<file path="config.mk">
export PLATFORM = sky130hd
export DESIGN_NAME = and3_operand_sequencer
export DESIGN_NICKNAME = d
export VERILOG_FILES = /design/src/rtl/and3_seq_pkg.sv /design/src/rtl/and3_operand_sequencer.sv
export SDC_FILE = /design/constraint.sdc
export NUM_CORES = 1
export LEC_CHECK = 0
export ABC_AREA = 1
export BUFFER_PORTS_ARGS = -buffer_cell sky130_fd_sc_hd__buf_4
export CAP_MARGIN = 30
export CORE_UTILIZATION = 53
export CTS_BUF_LIST = sky130_fd_sc_hd__clkbuf_8 sky130_fd_sc_hd__clkbuf_16
export CTS_CLUSTER_DIAMETER = 80
export DETAILED_ROUTE_END_ITERATION = 12
export PLACE_DENSITY = 0.94
export REMOVE_ABC_BUFFERS = 1
export SYNTH_ARGS = -nofsm -noshare
export SYNTH_HDL_FRONTEND = slang
export SYNTH_SLANG_ARGS = --single-unit
</file>
<file path="constraint.sdc">
create_clock -name clk -period 2.7 [get_ports clk]
set_clock_uncertainty 0.1 [all_clocks]
set_input_delay 0.54 -clock clk [delete_from_list [all_inputs] [get_ports clk]]
set_output_delay 0.54 -clock clk [all_outputs]
set_load 0.1 [all_outputs]
</file>
<file path="src/rtl/and3_seq_pkg.sv">
// Shared types and default widths for the AND3 operand sequencer.
package and3_seq_pkg;

   // Load a, load b, load c, let the AND stage settle, present the result
   typedef enum logic [2:0] {
      S_A,
      S_B,
      S_C,
      S_EVAL,
      S_OUT
   } seq_state_t;

   localparam int DEF_WIDTH = 3;
   localparam int DEF_CNT_W = 8;

endpackage

</file>
<file path="src/rtl/and3_operand_sequencer.sv">
// Handshaked feeder for the AND stage: gathers three operands from a
// valid/ready stream, waits one cycle for the AND stage, and returns its
// result on a valid/ready output stream.
module and3_operand_sequencer
   import and3_seq_pkg::*;
#(
   parameter int WIDTH = DEF_WIDTH,
   parameter int CNT_W = DEF_CNT_W
) (
   input  logic             clk,
   input  logic             rst_n,
   input  logic             flush,
   input  logic             in_valid,
   output logic             in_ready,
   input  logic [WIDTH-1:0] in_data,
   output logic [WIDTH-1:0] a_o,
   output logic [WIDTH-1:0] b_o,
   output logic [WIDTH-1:0] c_o,
   input  logic [WIDTH-1:0] y_i,
   output logic             out_valid,
   input  logic             out_ready,
   output logic [WIDTH-1:0] out_data,
   output logic [CNT_W-1:0] res_cnt
);

   seq_state_t state;

   // Operands are accepted only in the three load states
   always_comb begin
      in_ready = (state == S_A) || (state == S_B) || (state == S_C);
   end

   // Sequencer: operand capture, result capture, output handshake and count
   always_ff @(posedge clk or negedge rst_n) begin
      if (!rst_n) begin
         state     <= S_A;
         a_o       <= '0;
         b_o       <= '0;
         c_o       <= '0;
         out_data  <= '0;
         out_valid <= 1'b0;
         res_cnt   <= '0;
      end else if (flush) begin
         // Abort: drop partial triple and pending result, keep operands
         state     <= S_A;
         out_valid <= 1'b0;
      end else begin
         case (state)
            S_A: if (in_valid) begin
               a_o   <= in_data;
               state <= S_B;
            end
            S_B: if (in_valid) begin
               b_o   <= in_data;
               state <= S_C;
            end
            S_C: if (in_valid) begin
               c_o   <= in_data;
               state <= S_EVAL;
            end
            S_EVAL: begin
               out_data  <= y_i;
               out_valid <= 1'b1;
               state     <= S_OUT;
            end
            S_OUT: if (out_ready) begin
               out_valid <= 1'b0;
               res_cnt   <= res_cnt + CNT_W'(1);
               state     <= S_A;
            end
            default: begin
               state     <= S_A;
               out_valid <= 1'b0;
            end
         endcase
      end
   end

endmodule

</file>
# After elaboration in Yosys (flattened, before gate mapping)
# Cells that the tools add are included.
# word_totals
reg_bits	24
latch_bits	0
ram_bits	0
rom_bits	0
in_bits	11
output_inout_bits	22
wordCells	38
mem_count	0
# classes
n_addsub	1
n_mul	0
div	0
order_cmp	0
eq_ne	9
n_shift	0
mux	9
n_bitwise	1
n_reduce_logical	11
# op_table
op	n
$mux W3	5
$pmux W3 S5	1
$ne A3 B3 Y1 const B	4
$reduce_and A3 Y1	4
$add A8 B1 Y8 const B	1
$eq A3 B2 Y1 const B	2
$reduce_and A2 Y1	2
$reduce_and A4 Y1	1
$eq A3 B1 Y1 const B	1
$eq A3 B3 Y1 const B	1
$logic_not A3 Y1	1
$pmux W1 S3	1
$reduce_or A3 Y1	1
$logic_or A1 B1 Y1	2
$mux W1	2
$ne A2 B1 Y1 const B	1
$not A1 Y1	1

# Depth between registers and ports, before layout
# logic_depth
ltp_word	4
depth_mapped	7
ltp_nobuf	7

# Worst setup path before layout
# No wires, ideal clock.
# synth_timing
path_type	reg-to-output
start	register state[2]
end	output in_ready
arrival_time_ns	1.981
t_required_ns	2.060
path_slack_ns	0.079
stages_incl_launch_ff	2
n_path_buf	0
cell_sequence	dfrtp_1 > a21oi_1
# synth_via
elab_chain_cells	3
elab_cells_between_ends	5
cone_classes	eq/ne (2); reduce/logical (3)
# synth_rtl
item	line	text
start: declaration	and3_operand_sequencer.sv:26	seq_state_t state;
start signal: assignment	and3_operand_sequencer.sv:36	state <= S_A;
start signal: assignment	and3_operand_sequencer.sv:45	state <= S_A;
start signal: assignment	and3_operand_sequencer.sv:51	state <= S_B;
$eq A3 B1 Y1 / $logic_not A3 Y1 (equally long branches)	and3_operand_sequencer.sv:30	in_ready = (state == S_A) || (state == S_B) || (state == S_C);
$logic_or A1 B1 Y1	and3_operand_sequencer.sv:30	
$logic_or A1 B1 Y1 (*)	and3_operand_sequencer.sv:30	
end: declaration	and3_operand_sequencer.sv:14	output logic in_ready,
# Every way passes the cells marked *; elsewhere a longest branch is shown, timed or not.

# Worst setup path in the final report
# Same ends and word-level chain as after synthesis.

==> flow_summary.json <==
{
  "seqPwrFrac_pct": 30.2,
  "wl_per_cell_um": 13.0,
  "worst_path_largest_cell_delay_ns": 0.46,
  "core_sq_mm": 0.00196,
  "p_int_w": 0.000756,
  "crit_chain": "a21oi_1, buf_4",
  "grt_max_degree": 25,
  "pwr-share-comb_pct": 55.9,
  "p_sw_w": 0.000976,
  "detail_route.first_pass.iterations": 4,
  "crit_fanout": 6,
  "ys_seq_area_share_pct": 53.8,
  "power_density_mw_per_mm2": 1200,
  "synth.avg_cell_area_sq_um": 8.03,
  "use_met1_pct": 28.0,
  "globalplace.congestion": 0.826,
  "hold_buffers": 0,
  "vias": 1043,
  "netlist_area_sq_mm": 0.00112,
  "grt_pass1_vias": 945,
  "total_power_w": 0.00173,
  "cp_num_buf_inv": 1,
  "cts_setup_buffers": 0,
  "ant_nets": 0,
  "gr-usage-met3_pct": 4.91,
  "finalSetupViolCount": 0,
  "syn2layout_area_growth_pct": 29.5,
  "finalNetCount": 188,
  "avgViaCountPerCell": 5.16,
  "rsz0062_at_grt": "false",
  "grt.total_usage_pct": 26.1,
  "num_antenna_cells": 0,
  "clkPwrFrac_pct": 14.0,
  "dp_hpwl_um": 1990,
  "crit_type": "reg2out",
  "root_buffer": "clkbuf_8",
  "portBuffers": 32,
  "r2r_cells": 4,
  "die_y_um": 47.9,
  "ys_types": 15,
  "cts_tree": "yes",
  "tns_ns": 0,
  "cts_buffer_depth": 2,
  "final_common_cell": "nand2_1",
  "die-area_sq_mm": 0.00229,
  "num_rows": 16,
  "routed_wl_um": 2640,
  "top_usage_layer": "met2",
  "crit_cells": 2,
  "end_kind": "output pin",
  "grtUsageMet2_pct": 48.1,
  "dp_slack_ns": 1.04,
  "drc": 0,
  "grt_pass1_wl_um": 4020,
  "hold_viol": 0,
  "cts-htree-levels": 1,
  "grt_antenna_before_repair": 0,
  "fillers": 172,
  "path_delay_family": "flip-flops",
  "leakage_nw": 0.803,
  "min_period_ns": 1.96,
  "start_kind": "flip-flop",
  "cts.sinks": 24,
  "arrival_ns": 1.32,
  "yosys_warnings": 0,
  "swShare_pct": 56.3,
  "placed_area_sq_mm": 0.00139,
  "io_pins": 33,
  "postLayoutCellArea_sq_mm": 0.00145,
  "slowest_stage": "dfrtp_1",
  "relSlewSlack_pct": 80.5,
  "status": "completed",
  "period_share_pct": 72.5,
  "drt_iter0_drc": 31,
  "grt_overflow_total": 0,
  "mostFrequentLayoutCells": "55 x nand2_1, 32 x buf_4, 24 x dfrtp_1",
  "insertion_delay_ns": 0.27,
  "reg2reg_slack_ns": 1.31,
  "ctsResizeCount": 0,
  "ys_ff_latch": 24,
  "hold_ws_ns": 0.0481,
  "start_util_pct": 56.9,
  "synth_cells": 139,
  "numCtsBuffers": 3,
  "setup_ws_ns": 0.743,
  "path_clk_slew_ns": 0.08,
  "drive_above_1_share_pct": 23.4,
  "fmax_mhz": 511,
  "maxCapViolCount": 0,
  "cp_data_required_time_ns": 2.06,
  "holdCritPathClass": "in2async",
  "die_w_um": 47.9,
  "slew_viol_final": 0,
  "ir_drop_v": 0.00100,
  "worst_pin_slew_ns": 0.291
}
[synth_stat cells (all sizes together)]
master / number / area share (%)
nand4: 4 / 2.8
dfrtp: 24 / 54
o21ai: 16 / 7.2
xor2: 2 / 1.6
nor2: 10 / 4.5
a21oi: 1 / 0.45
ha: 1 / 1.1
nand2: 56 / 19
inv: 18 / 6.1
nand3: 6 / 2.7
xnor2: 1 / 0.78
[power groups by stage]
stage	clock (W)	combinational, W	sequential [W]
floorplan	0	0.000120	0.00116
CTS	0.000245	0.000971	0.000523
global placement	0	0.000952	0.000522
detailed placement	0	0.000969	0.000527
finish	0.000242	0.000968	0.000522
global route	0.000254	0.00100	0.000535
[final cells by class]
type	count	area, sq um	share of cell area, %
Tap cell	27	33.8	2.34
Multi-Input combinational cell	97	448	31.0
Inverter	18	67.6	4.68
Sequential cell	24	601	41.6
Timing Repair Buffer	32	240	16.6
Clock buffer	4	55.1	3.81
[metrics by stage]
step	cells	utilization, %
6_report	202	73.7
2_1_floorplan	139	-
3_3_place_gp	198	70.9
4_1_cts	202	73.7
5_1_grt	202	73.7
3_5_place_dp	198	70.9
[kinds of logic (layout without fill, tap and decap cells)]
| logic type | count (synthesis) | after routing | share of synthesized area (%) |
|---|---|---|---|
| AND/OR/NAND/NOR | 76 | 76 | 29.0 |
| flip-flops | 24 | 24 | 53.8 |
| buffers and inverters | 18 | 54 | 6.05 |
| AO/OA/AOI/OAI | 17 | 17 | 7.62 |
| XOR/XNOR | 3 | 3 | 2.35 |
| adder cells (fa/ha/maj) | 1 | 1 | 1.12 |
[flip-flops by register name (all words and copies together) (netlist names)]
signal / cells
out_data: 3
out_valid: 1
res_cnt: 8
b_o: 3
state: 3
c_o: 3
a_o: 3
[final timing paths]
check | from | end
min in group clk | a_o[2] | a_o[2]
setup / recovery | state[2] | in_ready
setup reg to reg | state[0] | res_cnt[4]
hold reg to reg | a_o[2] | a_o[2]
hold / removal | rst_n | res_cnt[0]
max in group asynchronous | rst_n | state[1]
[per-layer routing]
metal | wire (um) | vias to the layer above | share of wire, %
met3 | 134 | 13 | 5.1
li1 | - | 503 | -
met2 | 1340 | 42 | 51
met4 | 101 | 0 | 3.8
met5 | 0 | - | 0
met1 | 1060 | 485 | 40
(Power assumes the default switching activity.)
